==> config.mk <==
export PLATFORM = sky130hd
export DESIGN_NAME = inst_fetch_queue
export DESIGN_NICKNAME = d
export VERILOG_FILES = /design/src/rtl/inst_fetch_queue.sv
export SDC_FILE = /design/constraint.sdc
export NUM_CORES = 1
export LEC_CHECK = 0
export CAP_MARGIN = 20
export CELL_PAD_IN_SITES_DETAIL_PLACEMENT = 0
export CELL_PAD_IN_SITES_GLOBAL_PLACEMENT = 1
export CORE_MARGIN = 2
export CORE_UTILIZATION = 46
export CTS_CLUSTER_SIZE = 28
export DETAILED_ROUTE_END_ITERATION = 12
export PLACE_DENSITY = 0.91
export SETUP_SLACK_MARGIN = 0.02
export SYNTH_ARGS = -nofsm -noshare
export SYNTH_HDL_FRONTEND = slang
export SYNTH_SLANG_ARGS = --single-unit
==> constraint.sdc <==
create_clock -name iClk -period 6.9 [get_ports iClk]
set_clock_uncertainty 0.15 [all_clocks]
set_input_delay 0.69 -clock iClk [delete_from_list [all_inputs] [get_ports iClk]]
set_output_delay 0.69 -clock iClk [all_outputs]
set_load 0.1 [all_outputs]
==> src/rtl/inst_fetch_queue.sv <==
// Instruction fetch front end: issues sequential word-aligned fetches under a
// credit limit, buffers returned words with their PCs in a small FIFO and hands
// them to the decoder over valid/ready. A redirect flushes the FIFO, restarts
// fetch at the new PC and retires in-flight stale responses without pushing them.
module inst_fetch_queue #(
    parameter int unsigned      cXLEN    = 32,
    parameter int unsigned      cInstW   = 32,
    parameter int unsigned      cDepth   = 4,
    parameter logic [cXLEN-1:0] cResetPc = '0
) (
    input  logic              iClk,
    input  logic              iRst,
    input  logic              iRedirect,
    input  logic [cXLEN-1:0]  iRedirectPc,
    output logic              oMemReqValid,
    output logic [cXLEN-1:0]  oMemReqAddr,
    input  logic              iMemReqReady,
    input  logic              iMemRspValid,
    input  logic [cInstW-1:0] iMemRspData,
    output logic              oInstValid,
    output logic [cInstW-1:0] oInst,
    output logic [cXLEN-1:0]  oInstPc,
    input  logic              iInstReady
);

    localparam int unsigned      cPtrW      = $clog2(cDepth);
    localparam int unsigned      cCntW      = cPtrW + 1;
    localparam logic [cCntW-1:0] cFull      = cCntW'(cDepth);
    localparam logic [cCntW:0]   cCredit    = (cCntW + 1)'(cDepth);
    localparam logic [cXLEN-1:0] cPcStep    = cXLEN'(4);
    localparam logic [cXLEN-1:0] cAlignMask = ~cXLEN'(3);

    logic [cXLEN-1:0]  fetchPc_q, fetchPc_d;
    logic [cXLEN-1:0]  rspPc_q, rspPc_d;
    logic [cPtrW-1:0]  wrPtr_q, wrPtr_d;
    logic [cPtrW-1:0]  rdPtr_q, rdPtr_d;
    logic [cCntW-1:0]  count_q, count_d;
    logic [cCntW-1:0]  inFlight_q, inFlight_d;
    logic [cCntW-1:0]  dropCnt_q, dropCnt_d;

    logic [cInstW-1:0] instMem_q [cDepth];
    logic [cXLEN-1:0]  pcMem_q   [cDepth];

    logic [cCntW:0]    outstanding;
    logic              credit;
    logic              reqAccept;
    logic              rspPush;
    logic              rspDrop;
    logic              pop;
    logic              empty;
    logic              full;
    logic [cXLEN-1:0]  redirPc;
    logic [cCntW-1:0]  redirDrop;

    // Handshake decode and output presentation.
    always_comb begin
        outstanding  = {1'b0, count_q} + {1'b0, inFlight_q};
        credit       = outstanding < cCredit;
        oMemReqValid = !iRst && !iRedirect && credit;
        oMemReqAddr  = fetchPc_q & cAlignMask;
        reqAccept    = oMemReqValid && iMemReqReady;
        empty        = (count_q == '0);
        full         = (count_q == cFull);
        oInstValid   = !empty;
        pop          = oInstValid && iInstReady;
        rspPush      = iMemRspValid && (dropCnt_q == '0);
        rspDrop      = iMemRspValid && (dropCnt_q != '0);
        oInst        = empty ? '0 : instMem_q[rdPtr_q];
        oInstPc      = empty ? '0 : pcMem_q[rdPtr_q];
        redirPc      = iRedirectPc & cAlignMask;
        // A response landing in the redirect cycle is already stale and retires now.
        redirDrop    = inFlight_q - cCntW'(iMemRspValid);
    end

    // Next-state for PCs, FIFO pointers and the in-flight/drop counters.
    always_comb begin
        fetchPc_d  = fetchPc_q;
        rspPc_d    = rspPc_q;
        wrPtr_d    = wrPtr_q;
        rdPtr_d    = rdPtr_q;
        count_d    = count_q;
        inFlight_d = inFlight_q;
        dropCnt_d  = dropCnt_q;

        if (iRedirect) begin
            fetchPc_d  = redirPc;
            rspPc_d    = redirPc;
            wrPtr_d    = '0;
            rdPtr_d    = '0;
            count_d    = '0;
            dropCnt_d  = redirDrop;
            inFlight_d = redirDrop;
        end else begin
            if (reqAccept) begin
                fetchPc_d = fetchPc_q + cPcStep;
            end

            case ({reqAccept, iMemRspValid})
                2'b10:   inFlight_d = inFlight_q + cCntW'(1);
                2'b01:   inFlight_d = inFlight_q - cCntW'(1);
                default: inFlight_d = inFlight_q;
            endcase

            if (rspDrop) begin
                dropCnt_d = dropCnt_q - cCntW'(1);
            end

            if (rspPush) begin
                wrPtr_d = wrPtr_q + cPtrW'(1);
                rspPc_d = rspPc_q + cPcStep;
            end

            if (pop) begin
                rdPtr_d = rdPtr_q + cPtrW'(1);
            end

            case ({rspPush, pop})
                2'b10:   count_d = count_q + cCntW'(1);
                2'b01:   count_d = count_q - cCntW'(1);
                default: count_d = count_q;
            endcase
        end
    end

    // Control state register with synchronous reset.
    always_ff @(posedge iClk) begin
        if (iRst) begin
            fetchPc_q  <= cResetPc;
            rspPc_q    <= cResetPc;
            wrPtr_q    <= '0;
            rdPtr_q    <= '0;
            count_q    <= '0;
            inFlight_q <= '0;
            dropCnt_q  <= '0;
        end else begin
            fetchPc_q  <= fetchPc_d;
            rspPc_q    <= rspPc_d;
            wrPtr_q    <= wrPtr_d;
            rdPtr_q    <= rdPtr_d;
            count_q    <= count_d;
            inFlight_q <= inFlight_d;
            dropCnt_q  <= dropCnt_d;
        end
    end

    // FIFO storage; contents need no reset since count_q gates visibility.
    always_ff @(posedge iClk) begin
        if (!iRst && !iRedirect && rspPush) begin
            instMem_q[wrPtr_q] <= iMemRspData;
            pcMem_q[wrPtr_q]   <= rspPc_q;
        end
    end

    // Overflow guard: the credit rule must always leave a slot for each response.
    always_ff @(posedge iClk) begin
        if (!iRst && !iRedirect) begin
            assert (!(rspPush && full))
                else $fatal(1, "inst_fetch_queue: response pushed into full queue");
        end
    end

endmodule
==> flow_summary_export.csv <==
group,metric,value,unit
status,status,"finished, final reports clean",
worst_hold_path,min-delay-path-class,"reg2reg",
global_routing,grt_max_degree,56,
floorplanning,start_util,47.0,%
detailed_routing,wire_per_inst,20.0,um
timing,max_freq,0.221,GHz
timing,finalCritPeriodShare,65.7,%
floorplanning,io_pins,168,
clock_tree,hold_buffers,0,
setup_path,rr_startpoint,"dropCnt_q[0]",
timing,finalSetupViolCount,0,
place,hpwl,18.6,mm
pwr,seqPwrFrac,47.2,%
detailed_routing,drc,0,
synth,ys_seq_area_share,66.0,%
detailed_routing,vias,8217,
pwr,p_leak,0.00540,uW
timing,holdWs,0.346,ns
setup_path,crit_path_top_delay_cell,"clkdlybuf4s50_1",
place,portBuffers,161,
global_routing,grt_remaining_overflow,0,
detailed_routing,routed_wl,29.6,mm
synth,yosys.area_share.simple,10.6,%
timing,worst_pin_slew,1.08,ns
clock_tree,cts_buffer_depth,3,
synth,ys_top_cells_by_count,"edfxtp_1 (248), dfxtp_1 (75), and2_1 (66)",
synth,muxShareOfSynthArea,10.5,%
clock_tree,cts.clk_slew.worst_paths,0.06,ns
timing,tns,0,ns
final_layout,multi_input_area,4290,sq um
timing,fin_crit,4.53,ns
synth,async_flop_share,0,%
floorplanning,die_x,176,um
floorplanning,die_area,30900,sq um
setup_path,required,6.06,ns
detailed_routing,drt_iter0_markers,547,
worst_hold_path,min-delay-start,"wrPtr_q[1]",
synth,yosysWarnings,0,
setup_path,critPathMaxFanout,33,
synth,synth_top_family_by_area,"simple AND/OR/NAND/NOR gates",
floorplanning,fp.dieH,176,um
clock_tree,htreeDepth,2,
final_layout,drive_above_1_share,13.3,%
setup_path,path_delay_family,"buffers and inverters",
final_layout,nNetsFinal,1155,
synth,synth_xor_area_share,3.68,%
floorplanning,coreArea,28900,sq um
final_layout,register_area,8950,sq um
setup_path,critPathBufInv,2,
pwr,switching_share,26.5,%
final_layout,syn_to_final_growth,23.0,%
clock_tree,cts.sinks,323,
synth,synth_area_leaders,"edfxtp_1 (55%), dfxtp_1 (11%), mux4_2 (10%)",
synth,ys.flop_type,"edfxtp_1",
final_layout,fill_cells,2301,
setup_path,setup.worst_path.start_class,"flop",
setup_path,cp-end-kind,"primary output",
timing,drv_slew,0,
synth,yosys.cell_count.top_type,"edfxtp_1",
timing,rsz0062_at_grt,"no",
setup_path,arrival,3.69,ns
synth,synth.largest_area_cell,"edfxtp_1",
synth,netlist.area_leader.share,54.9,%
setup_path,crit_type,"reg2out",
synth,synth-edff-count,248,
clock_tree,cts_setup_buffers,0,
synth,ys_types,60,
timing,hold_viol,0,
synth,synth-compound-area-share,5.20,%
job,drv_cap,0,
global_routing,gr-usage-all-layers,19.3,%
global_routing,grt_antenna_before_repair,0,
timing,slew_headroom,27.7,%
detailed_routing,viasPerCell,5.56,
clock_tree,numCtsBuffers,35,
synth,avgSynthCellArea,14.9,sq um
pwr,p_int,3430,uW
detailed_routing,dr.pass1.iters,5,
clock_tree,clockRootBuffer,"clkbuf_16",
synth,ys_ff_latch,323,
pwr,clkPwrFrac,38.8,%
synth,syn_area,13600,sq um
pwr,switching_power,1240,uW
floorplanning,fp-row-count,62,
pwr,combPwrFrac,14.0,%
global_routing,grt_pass1_vias,8238,
clock_tree,cts_tree,"done",
pwr,power.density,280,nW/um^2
final_layout,num_antenna_cells,0,
clock_tree,clock_latency,0.51,ns
synth,synth_cells,907,
detailed_routing,ant_nets,0,
setup_path,slowest_delay,0.99,ns
clock_tree,cts_resized,0,
pwr,ir_worst_vdd,0.143,mV
synth,synth_fa_ha_area_share,1.50,%
global_routing,grt_pass1_wl,46.1,mm
place,routabilityCongestion,0.814,
setup_path,cp_cell_sequence,"buf_4 > mux4_2 > and2_1 > clkdlybuf4s50_1",
## through the flow
stage	util, %	total power, uW	worst slack (ns)	std cells	instance area [sq um]
after detailed placement	53.8	2890	2.65	1416	15500
final	57.8	4660	2.37	1478	16700
after global routing	57.8	4820	2.10	1478	16700
after CTS	57.7	4710	2.24	1477	16600
after floorplan	-	2700	2.53	910	13600
after global placement	53.8	2880	2.75	1416	15500
## power groups by stage
stage	registers (uW)	clock network (uW)	logic, uW
after CTS	2200	1850	656
after global routing	2210	1920	687
after global placement	2240	0	645
final	2200	1810	652
after detailed placement	2240	0	652
after floorplan	2310	0	398
## area by class of cell
class	instances	area share (%)
inverter	31	0.698
sequential	323	53.7
clock inverter	14	0.863
tap	384	2.88
multi-input combinational	505	25.7
timing repair buffer	174	10.3
clock buffer	47	5.78
## worst reg2reg max path: stages, from the launching register on
cell	delay, ns
dfxtp_1	0.30
inv_1	0.10
ha_1	0.17
and3b_1	0.67
and3_2	1.02
buf_4	0.57
## registers in the layout, summed over array words and instances (netlist names), named ones only
signal / count
instMem_q: 128
pcMem_q: 120
fetchPc_q: 30
rspPc_q: 30
count_q: 3
dropCnt_q: 3
inFlight_q: 3
rdPtr_q: 2
wrPtr_q: 2
## cells in the final DEF, fill, tap and decap left out, drive strengths merged, types with 6 or more instances in the layout
master	count
ha	13
nand2	42
dfxtp	75
buf	14
and2	66
clkinv	10
nor4	7
nand3	29
and3	15
clkdlybuf4s50	160
xor2	26
a211oi	15
nand4	22
edfxtp	248
a21boi	18
o21ai	10
mux4	62
a31oi	9
clkbuf	47
or3	6
o22ai	11
inv	31
nor2	36
nor3	17
a21oi	25
xnor2	31
## worst paths after layout
kind                      to  slack, ns  cells after the start
max reg2reg  instMem_q[2][9]       3.54                      5
min reg2reg       wrPtr_q[1]       0.35                      2
min               wrPtr_q[1]       0.35                      2
max              oInstPc[15]       2.37                      4
## routing by layer
metal / up-vias / share of wire [%] / track usage, %
li1: 3769 / - / -
met1: 4119 / 45 / 27.5
met2: 290 / 47 / 30.9
met3: 39 / 6.5 / 3.42
met4: 0 / 1.6 / 5.03
met5: - / 0 / 0
## kinds of logic after synthesis
| logic type | Yosys count |
|---|---|
| buf+inv | 82 |
| flops | 323 |
| xor+xnor | 57 |
| simple gates | 257 |
| other cells | 1 |
| fa+ha+maj | 15 |
| compound gates | 108 |
| mux | 64 |
Note: power is estimated with default switching activity, not from simulation.
